[src/rtl/shiftanddivide_pkg.sv]
// Shared definitions for the sequential arithmetic units.
// State codes are kept common with the shift-and-add multiplier.
package shiftanddivide_pkg;

    typedef enum logic [1:0] {
        S1 = 2'b00,
        S2 = 2'b01,
        S3 = 2'b10
    } state_t;

    localparam int N_DEF = 32;

endpackage

[src/rtl/shiftanddivide_divstep.sv]
// One restoring-division step: trial subtract of the divisor from the shifted
// partial remainder, returning the next remainder and the quotient bit.
module shiftanddivide_divstep #(
    parameter int n = 32
) (
    input  logic [n-1:0] rem,
    input  logic         msb,
    input  logic [n-1:0] div,
    output logic [n-1:0] rem_next,
    output logic         qbit
);

    logic [n:0] t;
    logic [n:0] d;

    always_comb begin
        t = {rem, msb};
        d = t - {1'b0, div};
        // a clear top bit means no borrow, so the subtraction is kept
        qbit     = ~d[n];
        rem_next = qbit ? d[n-1:0] : t[n-1:0];
    end

endmodule

[src/rtl/shiftanddivide.sv]
// Sequential restoring unsigned divider, one quotient bit per clock, driven by
// the same LA/LB/s/Finish handshake as the shift-and-add multiplier.
//
// state | meaning
// S1    | idle/load: LA/LB load operands, remainder cleared, counter preset
// S2    | compute: one shift-and-subtract iteration per cycle
// S3    | done: Finish high, Q/R held while s stays high
module shiftanddivide
    import shiftanddivide_pkg::*;
#(
    parameter int n  = N_DEF,
    parameter int CW = $clog2(n)
) (
    input  logic         clk,
    input  logic         resetn,
    input  logic         LA,
    input  logic         LB,
    input  logic         s,
    input  logic [n-1:0] DataA,
    input  logic [n-1:0] DataB,
    output logic [n-1:0] Q,
    output logic [n-1:0] R,
    output logic         Finish
);

    state_t        state;
    logic [n-1:0]  a_reg;
    logic [n-1:0]  b_reg;
    logic [n-1:0]  r_reg;
    logic [CW-1:0] count;
    logic          fin;
    logic [n-1:0]  rem_next;
    logic          qbit;

    shiftanddivide_divstep #(.n(n)) u_divstep (
        .rem      (r_reg),
        .msb      (a_reg[n-1]),
        .div      (b_reg),
        .rem_next (rem_next),
        .qbit     (qbit)
    );

    always_ff @(posedge clk or negedge resetn) begin
        if (!resetn) begin
            state <= S1;
            a_reg <= '0;
            b_reg <= '0;
            r_reg <= '0;
            count <= '0;
            fin   <= 1'b0;
        end else begin
            case (state)
                S1: begin
                    fin   <= 1'b0;
                    r_reg <= '0;
                    count <= CW'(n - 1);
                    if (LA) a_reg <= DataA;
                    if (LB) b_reg <= DataB;
                    if (s)  state <= S2;
                end
                S2: begin
                    r_reg <= rem_next;
                    a_reg <= {a_reg[n-2:0], qbit};
                    // the final iteration shares its edge with the move to S3
                    if (count == '0) begin
                        state <= S3;
                        fin   <= 1'b1;
                    end else begin
                        count <= count - 1'b1;
                    end
                end
                S3: begin
                    if (!s) begin
                        state <= S1;
                        fin   <= 1'b0;
                    end
                end
                default: begin
                    state <= S1;
                    a_reg <= '0;
                    r_reg <= '0;
                    fin   <= 1'b0;
                end
            endcase
        end
    end

    assign Q      = a_reg;
    assign R      = r_reg;
    assign Finish = fin;

endmodule

[config.mk]
export PLATFORM = sky130hd
export DESIGN_NAME = shiftanddivide
export DESIGN_NICKNAME = d
export VERILOG_FILES = /design/src/rtl/shiftanddivide_pkg.sv /design/src/rtl/shiftanddivide_divstep.sv /design/src/rtl/shiftanddivide.sv
export SDC_FILE = /design/constraint.sdc
export NUM_CORES = 1
export LEC_CHECK = 0
export CORE_UTILIZATION = 43
export DETAILED_ROUTE_END_ITERATION = 8
export PLACE_DENSITY_LB_ADDON = 0.25
export SLEW_MARGIN = 10
export SYNTH_ARGS = -nofsm -noshare
export SYNTH_HDL_FRONTEND = slang
export SYNTH_SLANG_ARGS = --single-unit
export TNS_END_PERCENT = 30
[constraint.sdc]
create_clock -name clk -period 6.8 [get_ports clk]
set_input_delay 1.36 -clock clk [delete_from_list [all_inputs] [get_ports clk]]
set_output_delay 1.36 -clock clk [all_outputs]
set_load 0.01 [all_outputs]
==> results of run 1 <==
where the power goes:
group | internal [mW] | total, mW | switching, mW
Combinational | 1.62 | 3.48 | 1.86
Clock | 0.295 | 0.551 | 0.256
Sequential | 0.950 | 1.18 | 0.231
Yosys cell counts (2+ instances only):
cell type | instances | area, um^2
sky130_fd_sc_hd__and3_1 | 4 | 25.0
sky130_fd_sc_hd__inv_1 | 45 | 169
sky130_fd_sc_hd__a21o_2 | 2 | 17.5
sky130_fd_sc_hd__nor4_1 | 2 | 12.5
sky130_fd_sc_hd__a22oi_1 | 9 | 67.6
sky130_fd_sc_hd__o211ai_1 | 4 | 30.0
sky130_fd_sc_hd__nand3_1 | 10 | 50.1
sky130_fd_sc_hd__a221oi_1 | 2 | 17.5
sky130_fd_sc_hd__buf_1 | 2 | 7.51
sky130_fd_sc_hd__nor2_1 | 17 | 63.8
sky130_fd_sc_hd__a21oi_2 | 4 | 35.0
sky130_fd_sc_hd__o31a_1 | 2 | 17.5
sky130_fd_sc_hd__clkbuf_1 | 27 | 101
sky130_fd_sc_hd__a22o_1 | 3 | 26.3
sky130_fd_sc_hd__dfrtp_1 | 104 | 2600
sky130_fd_sc_hd__a32oi_1 | 6 | 52.6
sky130_fd_sc_hd__or3_1 | 4 | 25.0
sky130_fd_sc_hd__nand4_1 | 8 | 50.1
sky130_fd_sc_hd__buf_8 | 2 | 30.0
sky130_fd_sc_hd__nor3_1 | 3 | 15.0
sky130_fd_sc_hd__a21o_1 | 10 | 75.1
sky130_fd_sc_hd__nor2b_1 | 9 | 56.3
sky130_fd_sc_hd__a211o_1 | 2 | 17.5
sky130_fd_sc_hd__o21bai_1 | 6 | 45.0
sky130_fd_sc_hd__o21a_1 | 5 | 37.5
sky130_fd_sc_hd__mux2_2 | 2 | 22.5
sky130_fd_sc_hd__a211oi_1 | 2 | 15.0
sky130_fd_sc_hd__buf_6 | 3 | 33.8
sky130_fd_sc_hd__xor2_1 | 12 | 105
sky130_fd_sc_hd__a31oi_1 | 2 | 12.5
sky130_fd_sc_hd__o31ai_1 | 6 | 45.0
sky130_fd_sc_hd__buf_4 | 2 | 15.0
sky130_fd_sc_hd__o21ai_0 | 82 | 410
sky130_fd_sc_hd__o21ai_1 | 30 | 150
sky130_fd_sc_hd__buf_2 | 3 | 15.0
sky130_fd_sc_hd__nand2_1 | 115 | 432
sky130_fd_sc_hd__mux2i_1 | 44 | 440
sky130_fd_sc_hd__ha_1 | 34 | 425
sky130_fd_sc_hd__a21oi_1 | 34 | 170
sky130_fd_sc_hd__xnor2_1 | 17 | 149
path summary, 6_finish.rpt:
check                           startpoint        end  slack [ns]  cells after the start
worst max-delay path                 Q[31]       R[1]        3.05                     14
worst min-delay path                 Q[24]      Q[24]        0.51                      2
worst max register to register       Q[31]       R[1]        3.05                     14
worst min register to register       Q[24]      Q[24]        0.51                      2
max in group asynchronous           resetn      R[31]        4.61                      2
min in group asynchronous           resetn  b_reg[17]        0.90                      1
stage by stage:
stage          power [mW]  hold WS (ns)  utilization (%)  instance area (um^2)
6_report             5.22         0.508             55.8                  8090
5_1_grt              5.69         0.542             55.8                  8090
4_1_cts              5.24         0.513             55.8                  8090
3_5_place_dp         4.67         0.496             53.7                  7770
3_3_place_gp         4.57         0.486             53.7                  7770
2_1_floorplan        3.78         0.473                -                  6350
worst min-delay path: stages, from the launching register on:
cell,delay [ns]
sky130_fd_sc_hd__dfrtp_1,0.37
sky130_fd_sc_hd__nand2_1,0.05
sky130_fd_sc_hd__o21ai_0,0.06
metal layers:
layer	GRT usage, %	wire (um)	vias to the layer above
met5	0	0	-
met4	6.70	199	0
met3	5.07	928	14
met2	34.3	7060	128
met1	27.2	7090	2544
li1	-	-	2692
kinds of logic after synthesis:
group | Yosys count
compound gates | 224
fa+ha+maj | 35
flops | 104
simple gates | 180
xor+xnor | 30
buf+inv | 84
mux | 46
cell usage in the layout (no fill, tap or decap), types with 5 or more instances in the layout:
cell type,n
sky130_fd_sc_hd__clkdlybuf4s50_1,132
sky130_fd_sc_hd__nand2_1,115
sky130_fd_sc_hd__dfrtp_1,104
sky130_fd_sc_hd__o21ai_0,82
sky130_fd_sc_hd__inv_1,45
sky130_fd_sc_hd__mux2i_1,44
sky130_fd_sc_hd__a21oi_1,34
sky130_fd_sc_hd__ha_1,34
sky130_fd_sc_hd__o21ai_1,30
sky130_fd_sc_hd__nor2_1,17
sky130_fd_sc_hd__xnor2_1,17
sky130_fd_sc_hd__xor2_1,12
sky130_fd_sc_hd__nand3_1,10
sky130_fd_sc_hd__a21o_1,10
sky130_fd_sc_hd__a22oi_1,9
sky130_fd_sc_hd__clkbuf_16,9
sky130_fd_sc_hd__nand4_1,8
sky130_fd_sc_hd__buf_4,8
sky130_fd_sc_hd__o31ai_1,6
sky130_fd_sc_hd__o21bai_1,6
sky130_fd_sc_hd__nor2b_1,6
sky130_fd_sc_hd__a32oi_1,6
sky130_fd_sc_hd__o21a_1,5
layout make-up:
class                   instances  area share [%]
multi-input cells             515            41.9
flip-flops and latches        104            32.2
repair buffers                140            17.1
well taps                     184            2.85
clock buffers                   9            2.79
inverters                      45            2.09
clock inverters                 7            1.07
==> qor.yml, run 1 <==
min_period_over_period_pct: 55.2
cp_num_buf_inv: 3
critical_path_class: "flip-flop to flip-flop"
dpl_worst_slack_ns: 3.09
cts.path.max_buffers: 2
tns_ns: 0
floorplan.initialDensity_pct: 43.9
layout.area.seq_um2: 2600
final_count_of_hold_timing_violations: 0
first_global_vias: 5262
hold_path.class: "flip-flop to flip-flop"
floorplan.core_area_um2: 14500
synthAdderAreaFrac_pct: 7.01
synthesis.instances: 703
tightest_slew_ns: 1.13
top_level_ports: 134
number_of_synthesized_register_bits: 104
cts-htree-levels: 3
timing.critical_path.arrival_ns: 3.95
n_antenna_cell: 0
wire_length_of_the_first_global_routing_pass_mm: 25.1
synthToLayoutAreaGrowth_pct: 27.3
tritoncts: "yes"
share_of_the_yosys_chip_area_belonging_to_registers_pct: 41.0
grt_start_max_net_pins: 79
timing.critical_path.required_ns: 7.00
fin_crit_ns: 3.75
largest_family_of_logic_cells_by_synthesized_area: "compound AO/OA/AOI/OAI gates"
cp_slowest_stage_delay_ns: 0.53
synth.avg_cell_area_um2: 9.04
total_area_of_multi_input_combinational_cells_um2: 3390
power.static_leakage_nw: 3.55
post_synth_arst_share_pct: 100
timing.critical_path.fanout_max: 20
max_slew_violation_count: 0
fillerInstances: 1302
wl_per_cell_um: 15.2
numPortBuffers: 133
max_cap_viol_count: 0
dr.pass1.iters: 4
gr_util_all_layers_pct: 21.0
numCtsBuffers: 9
fin_skew_ns: 0.0110
floorplan.rows: 44
synth-edff-count: 0
routed_wirelength_mm: 15.3
post_synth_and_or_nand_nor_area_fraction_pct: 12.6
cts_resized: 0
synthesis.area_um2: 6350
fp.dieW_um: 124
drive_gt1_share_pct: 5.73
total_number_of_vias: 5378
synth_top_flop_cell: "sky130_fd_sc_hd__dfrtp_1"
clock_pin_slew_reported_for_the_worst_setup_and_hold_paths_after_clock_tree_synthesis_ns: 0.08
area_of_the_die_um2: 15300
crit_path_top_delay_cell: "sky130_fd_sc_hd__xnor2_4"
ant_nets: 0
finalNetCount: 919
post_drt_via_cell_ratio: 5.36
critPathCaptureType: "flip-flop"
power-per-cell-area_nw_per_um2: 645
antenna_found_initial: 0
ys_types: 63
worstPathCellList: "inv_1, ha_1, inv_1, fa_1, a21oi_1, o221ai_2, a41oi_2, a21oi_2, nor2_2, a31oi_4, xnor2_4, buf_4, mux2i_1, o21ai_0"
rsz0062_at_grt: "no"
outcome: "complete, no violations"
synth_fp_nets: 807
finalNonFillerCells: 1004
relSlewSlack_pct: 23.5
cts_root_buffer: "sky130_fd_sc_hd__clkbuf_16"
synth_compound_area_share_pct: 21.9
worst_slack_ns: 3.05
cts_setup_buffers: 0
dp_cells: 988
holdBufCountCts: 0
crit_path_start_kind: "flip-flop"
vdd_ir_drop_max_mv: 0.299
critical-path-top-cell-by-count: "sky130_fd_sc_hd__inv_1"
drt-initial-drc-count: 285
critical_path.top_delay_family: "compound AO/OA/AOI/OAI gates"
max_clock_freq_mhz: 266
yosys.area_share.xor_xnor_pct: 4.43
clock_sinks: 104
place_hpwl_mm: 11.0
chipHeight_um: 124
place_congestion: 0.923
drc: 0
clock_latency_ns: 0.36
timing.final.setup_violations: 0
synth.area.mux_share_pct: 7.29
grt_overflow_total: 0
synth-warning-count: 0
(Power assumes the default switching activity.)
==> run 2: changes to the inputs <==
- clock period: 6.8 -> 3.9 ns (I/O delays scaled with it)
==> run 2 against run 1 <==
Against the previous run:
- clock-buffer cell count unchanged
- sequential power rose by 78%
- core utilization is essentially flat
- die area stayed put
- clock skew is essentially flat
- global-route usage rose by 0.58 points
- first-iteration DRC count grew 15%
- combinational power grew 78%
==> qor.yml, run 2 (synthesis results as in run 1) <==
cts_setup_buffers: 0  # unchanged
numPortBuffers: 133  # unchanged
dr.pass1.iters: 5  # +1
worstPathCellList: "inv_1, ha_1, inv_1, fa_1, a21oi_1, o221ai_2, a41oi_2, a21oi_2, nor2_2, a31oi_4, xnor2_4, buf_12, mux2i_1, o21ai_1"
tritoncts: "yes"
fillerInstances: 1269  # -2.5%
cts_root_buffer: "sky130_fd_sc_hd__clkbuf_16"
wire_length_of_the_first_global_routing_pass_mm: 25.8  # +2.9%
rsz0062_at_grt: "no"
dpl_worst_slack_ns: 0.534  # -2.55 ns
power.static_leakage_nw: 3.54  # -0.13%
n_antenna_cell: 0  # unchanged
fin_util_pct: 55.8  # about the same
numCtsBuffers: 9  # unchanged
worst_slack_ns: 0.476  # -2.57 ns
final_count_of_hold_timing_violations: 0  # unchanged
min_period_over_period_pct: 87.8  # +33 points
antenna_found_initial: 0  # unchanged
top_level_ports: 134  # unchanged
cts_resized: 0  # unchanged
fin_skew_ns: 0.0109  # -0.0000475 ns
tightest_slew_ns: 1.19  # +0.0624 ns
layout_commonest_cell: "sky130_fd_sc_hd__clkdlybuf4s50_1"
layout.area.seq_um2: 2600  # unchanged
cts-htree-levels: 3  # unchanged
max_slew_violation_count: 0  # unchanged
wl_per_cell_um: 15.5  # +1.8%
cp_slowest_stage_delay_ns: 0.41  # -0.12 ns
tns_ns: 0  # unchanged
hold_path.class: "flip-flop to flip-flop"
max_clock_freq_mhz: 292  # +9.6%
crit_path_start_kind: "flip-flop"
total_area_of_multi_input_combinational_cells_um2: 3390  # unchanged
max_cap_viol_count: 0  # unchanged
drive_gt1_share_pct: 5.85  # +0.11 points
area_of_the_die_um2: 15300  # unchanged
floorplan.core_area_um2: 14500  # unchanged
final_design_area_no_fill_um2: 8080  # about the same
power-per-cell-area_nw_per_um2: 1130  # +75%
clock_sinks: 104  # unchanged
total_number_of_vias: 5501  # +2.3%
routed_wirelength_mm: 15.6  # +2.0%
timing.final.setup_violations: 0  # unchanged
finalNetCount: 921  # +0.22%
drt-initial-drc-count: 328  # +15%
dpl_cell_area_um2: 7810  # +0.51%
grt_overflow_total: 0  # unchanged
timing.critical_path.fanout_max: 13  # -35%
outcome: "complete, no violations"
chipHeight_um: 124  # unchanged
timing.critical_path.required_ns: 4.09  # -2.91 ns
timing.critical_path.arrival_ns: 3.62  # -0.33 ns
relSlewSlack_pct: 19.3  # -4.2 points
floorplan.rows: 44  # unchanged
clock_latency_ns: 0.36  # about the same
vdd_ir_drop_max_mv: 0.542  # +81%
crit_path_top_delay_cell: "sky130_fd_sc_hd__xnor2_4"
grt_start_max_net_pins: 72  # -8.9%
fp.dieW_um: 124  # unchanged
drc: 0  # unchanged
fin_crit_ns: 3.42  # -0.330 ns
first_global_vias: 5459  # +3.7%
synthToLayoutAreaGrowth_pct: 27.2  # about the same
critPathCaptureType: "flip-flop"
cts.path.max_buffers: 2  # unchanged
total_power_mw: 9.15  # +75%
floorplan.initialDensity_pct: 43.9  # unchanged
clock_pin_slew_reported_for_the_worst_setup_and_hold_paths_after_clock_tree_synthesis_ns: 0.07  # about the same
gr_util_all_layers_pct: 21.6  # +0.58 points
place_hpwl_mm: 11.2  # +2.3%
holdBufCountCts: 0  # unchanged
place_congestion: 0.950  # +2.9%
ant_nets: 0  # unchanged
critical-path-top-cell-by-count: "sky130_fd_sc_hd__inv_1"
critical_path_class: "flip-flop to flip-flop"
final_cell_mix: "sky130_fd_sc_hd__clkdlybuf4s50_1 (132), sky130_fd_sc_hd__nand2_1 (115), sky130_fd_sc_hd__dfrtp_1 (104), sky130_fd_sc_hd__o21ai_0 (82), sky130_fd_sc_hd__inv_1 (45)"
post_drt_via_cell_ratio: 5.47  # +2.2%
[run 2: cell types whose count changed in the layout (fill, tap and decap cells not counted)]
cell                         previous run  this run
sky130_fd_sc_hd__buf_12                 0         2
sky130_fd_sc_hd__inv_8                  3         0
sky130_fd_sc_hd__bufinv_16              1         0
sky130_fd_sc_hd__clkinvlp_4             0         1
sky130_fd_sc_hd__inv_6                  1         2
sky130_fd_sc_hd__clkinv_2               1         2
[run 2: final timing paths]
| check | startpoint | to | slack [ns] | cells past startpoint |
|---|---|---|---|---|
| max in group asynchronous | resetn | Q[13] | 2.55 | 2 |
| min | Q[25] | Q[25] | 0.51 | 2 |
| max reg2reg | Q[31] | R[3] | 0.48 | 14 |
| max | Q[31] | R[3] | 0.48 | 14 |
| min reg2reg | Q[25] | Q[25] | 0.51 | 2 |
| min in group asynchronous | resetn | R[15] | 0.56 | 1 |
[run 2: final cells by class]
class / count / area share, %
multi-input cells: 515 / 42.0
clock inverters: 6 / 0.542
clock buffers: 9 / 2.79
inverters: 45 / 2.09
well taps: 184 / 2.85
flip-flops and latches: 104 / 32.2
repair buffers: 142 / 17.6
[run 2: report_power, final]
group / internal (mW) / switching [mW]
clock: 0.433 / 0.415
sequential: 1.66 / 0.445
combinational: 2.95 / 3.24
[run 2: worst max-delay path, delay by kind of cell, from the launching register on]
| family | cells | cell delay [ns] |
|---|---|---|
| flops | 1 | 0.40 |
| buf+inv | 3 | 0.36 |
| fa+ha+maj | 2 | 0.57 |
| xor+xnor | 1 | 0.41 |
| compound gates | 6 | 1.05 |
| simple gates | 1 | 0.24 |
| mux | 1 | 0.22 |
[run 2: metrics by stage]
step / hold WS, ns / cells
3_5_place_dp: 0.500 / 990
6_report: 0.512 / 1005
5_1_grt: 0.545 / 1005
2_1_floorplan: 0.473 / 703
4_1_cts: 0.516 / 1005
3_3_place_gp: 0.488 / 990
[run 2: metal layers]
metal,up-vias,part of all wire [%],track usage (%)
li1,2686,-,-
met5,-,0,0
met2,150,47,35.9
met4,0,1.6,6.85
met1,2644,45,27.3
met3,21,6.0,5.58
==> run 3: changes to the inputs <==
- CAP_MARGIN: not set -> 20
==> run 3 against run 2 <==
Against the previous run:
- core utilization up 0.14 points
- combinational power about the same
- power grew 0.22%
==> qor.yml, run 3 (synthesis results as in run 1) <==
total_power_mw: 9.17  # +0.22%
wire_length_of_the_first_global_routing_pass_mm: 25.8  # unchanged
tritoncts: "yes"
fin_crit_ns: 3.39  # -0.0385 ns
dpl_worst_slack_ns: 0.534  # unchanged
final_design_area_no_fill_um2: 8100  # +0.25%
crit_path_start_kind: "flip-flop"
critPathCaptureType: "flip-flop"
clock_pin_slew_reported_for_the_worst_setup_and_hold_paths_after_clock_tree_synthesis_ns: 0.07  # about the same
wl_per_cell_um: 15.5  # +0.30%
timing.critical_path.fanout_max: 15  # +2
final_count_of_hold_timing_violations: 0  # unchanged
timing.critical_path.arrival_ns: 3.60  # -0.02 ns
post_drt_via_cell_ratio: 5.47  # about the same
hold_path.class: "flip-flop to flip-flop"
antenna_found_initial: 0  # unchanged
cts.path.max_buffers: 2  # unchanged
n_antenna_cell: 0  # unchanged
ant_nets: 0  # unchanged
drt-initial-drc-count: 342  # +4.3%
holdBufCountCts: 0  # unchanged
drc: 0  # unchanged
cts_root_buffer: "sky130_fd_sc_hd__clkbuf_16"
outcome: "complete, no violations"
fillerInstances: 1264  # -0.39%
clock_latency_ns: 0.36  # about the same
layout_commonest_cell: "sky130_fd_sc_hd__clkdlybuf4s50_1"
power.static_leakage_nw: 3.56  # +0.33%
clock_sinks: 104  # unchanged
top_level_ports: 134  # unchanged
worst_slack_ns: 0.514  # +0.0385 ns
fin_skew_ns: 0.0110  # +0.0000576 ns
first_global_vias: 5459  # unchanged
fp.dieW_um: 124  # unchanged
critical_path_class: "flip-flop to flip-flop"
crit_path_top_delay_cell: "sky130_fd_sc_hd__xnor2_4"
finalNetCount: 923  # +0.22%
floorplan.core_area_um2: 14500  # unchanged
worstPathCellList: "inv_1, ha_1, inv_1, fa_1, a21oi_1, o221ai_2, a41oi_2, a21oi_2, nor2_2, a31oi_4, xnor2_4, buf_12, mux2i_1, o21ai_1"
tns_ns: 0  # unchanged
gr_util_all_layers_pct: 21.6  # unchanged
timing.final.setup_violations: 0  # unchanged
area_of_the_die_um2: 15300  # unchanged
routed_wirelength_mm: 15.7  # +0.50%
critical_path.top_delay_family: "compound AO/OA/AOI/OAI gates"
max_clock_freq_mhz: 295  # +1.1%
hold_slack_ns: 0.511  # -0.000805 ns
cp_num_buf_inv: 3  # unchanged
critical-path-top-cell-by-count: "sky130_fd_sc_hd__inv_1"
cts_setup_buffers: 0  # unchanged
numCtsBuffers: 9  # unchanged
layout.area.seq_um2: 2600  # unchanged
relSlewSlack_pct: 36.4  # +17 points
cp_slowest_stage_delay_ns: 0.41  # about the same
grt_overflow_total: 0  # unchanged
drive_gt1_share_pct: 6.08  # +0.23 points
dr.pass1.iters: 5  # unchanged
tightest_slew_ns: 0.955  # -0.239 ns
synthToLayoutAreaGrowth_pct: 27.6
max_cap_viol_count: 0  # unchanged
max_slew_violation_count: 0  # unchanged
dpl_cell_area_um2: 7810  # unchanged
cts-htree-levels: 3  # unchanged
floorplan.rows: 44  # unchanged
place_congestion: 0.950  # unchanged
grt_start_max_net_pins: 72  # unchanged
total_number_of_vias: 5509  # +0.15%
min_period_over_period_pct: 86.8  # -0.99 points
floorplan.initialDensity_pct: 43.9  # unchanged
vdd_ir_drop_max_mv: 0.541  # -0.22%
numPortBuffers: 133  # unchanged
final_cell_mix: "sky130_fd_sc_hd__clkdlybuf4s50_1 (132), sky130_fd_sc_hd__nand2_1 (115), sky130_fd_sc_hd__dfrtp_1 (104), sky130_fd_sc_hd__o21ai_0 (82), sky130_fd_sc_hd__inv_1 (45)"
rsz0062_at_grt: "no"
power-per-cell-area_nw_per_um2: 1130  # about the same
chipHeight_um: 124  # unchanged
place_hpwl_mm: 11.2  # unchanged
cts_resized: 0  # unchanged
timing.critical_path.required_ns: 4.12  # +0.03 ns
total_area_of_multi_input_combinational_cells_um2: 3390  # unchanged
-- run 3: area by class of cell --
class	count	share of cell area [%]
clock buffer	9	2.78
clock inverter	6	0.540
inverter	45	2.08
multi-input combinational	515	41.8
sequential	104	32.1
tap	184	2.84
timing repair buffer	144	17.8
-- run 3: per-layer routing --
| metal | up-vias | share of wire (%) | GRT usage, % |
|---|---|---|---|
| li1 | 2693 | - | - |
| met2 | 155 | 47 | 35.9 |
| met1 | 2640 | 45 | 27.3 |
| met3 | 21 | 6.3 | 5.58 |
| met4 | 0 | 1.6 | 6.85 |
| met5 | - | 0 | 0 |
-- run 3: stage by stage --
| step | std cells | util (%) |
|---|---|---|
| finish | 1007 | 56.0 |
| global route | 1007 | 56.0 |
| CTS | 1005 | 55.8 |
| detailed placement | 990 | 54.0 |
| global placement | 990 | 54.0 |
| floorplan | 703 | - |
-- run 3: path summary, 6_finish.rpt --
| path | start | endpoint | slack (ns) | cells after the start |
|---|---|---|---|---|
| worst max-delay path | Q[31] | R[19] | 0.51 | 14 |
| worst min-delay path | Q[25] | Q[25] | 0.51 | 2 |
| worst max register to register | Q[31] | R[19] | 0.51 | 14 |
| worst min register to register | Q[25] | Q[25] | 0.51 | 2 |
| max in group asynchronous | resetn | Q[13] | 2.55 | 2 |
| min in group asynchronous | resetn | R[15] | 0.55 | 1 |
-- run 3: tightest hold or removal path: cells and delay by family, from the launching register on --
family	cells	cell delay (ns)
DFF	1	0.36
AOI/OAI and AO/OA	1	0.06
and+or+nand+nor	1	0.05
-- run 3: power breakdown --
group          switching [mW]  total (mW)  internal (mW)
sequential              0.445        2.10           1.66
clock                   0.416       0.849          0.433
combinational            3.25        6.22           2.96
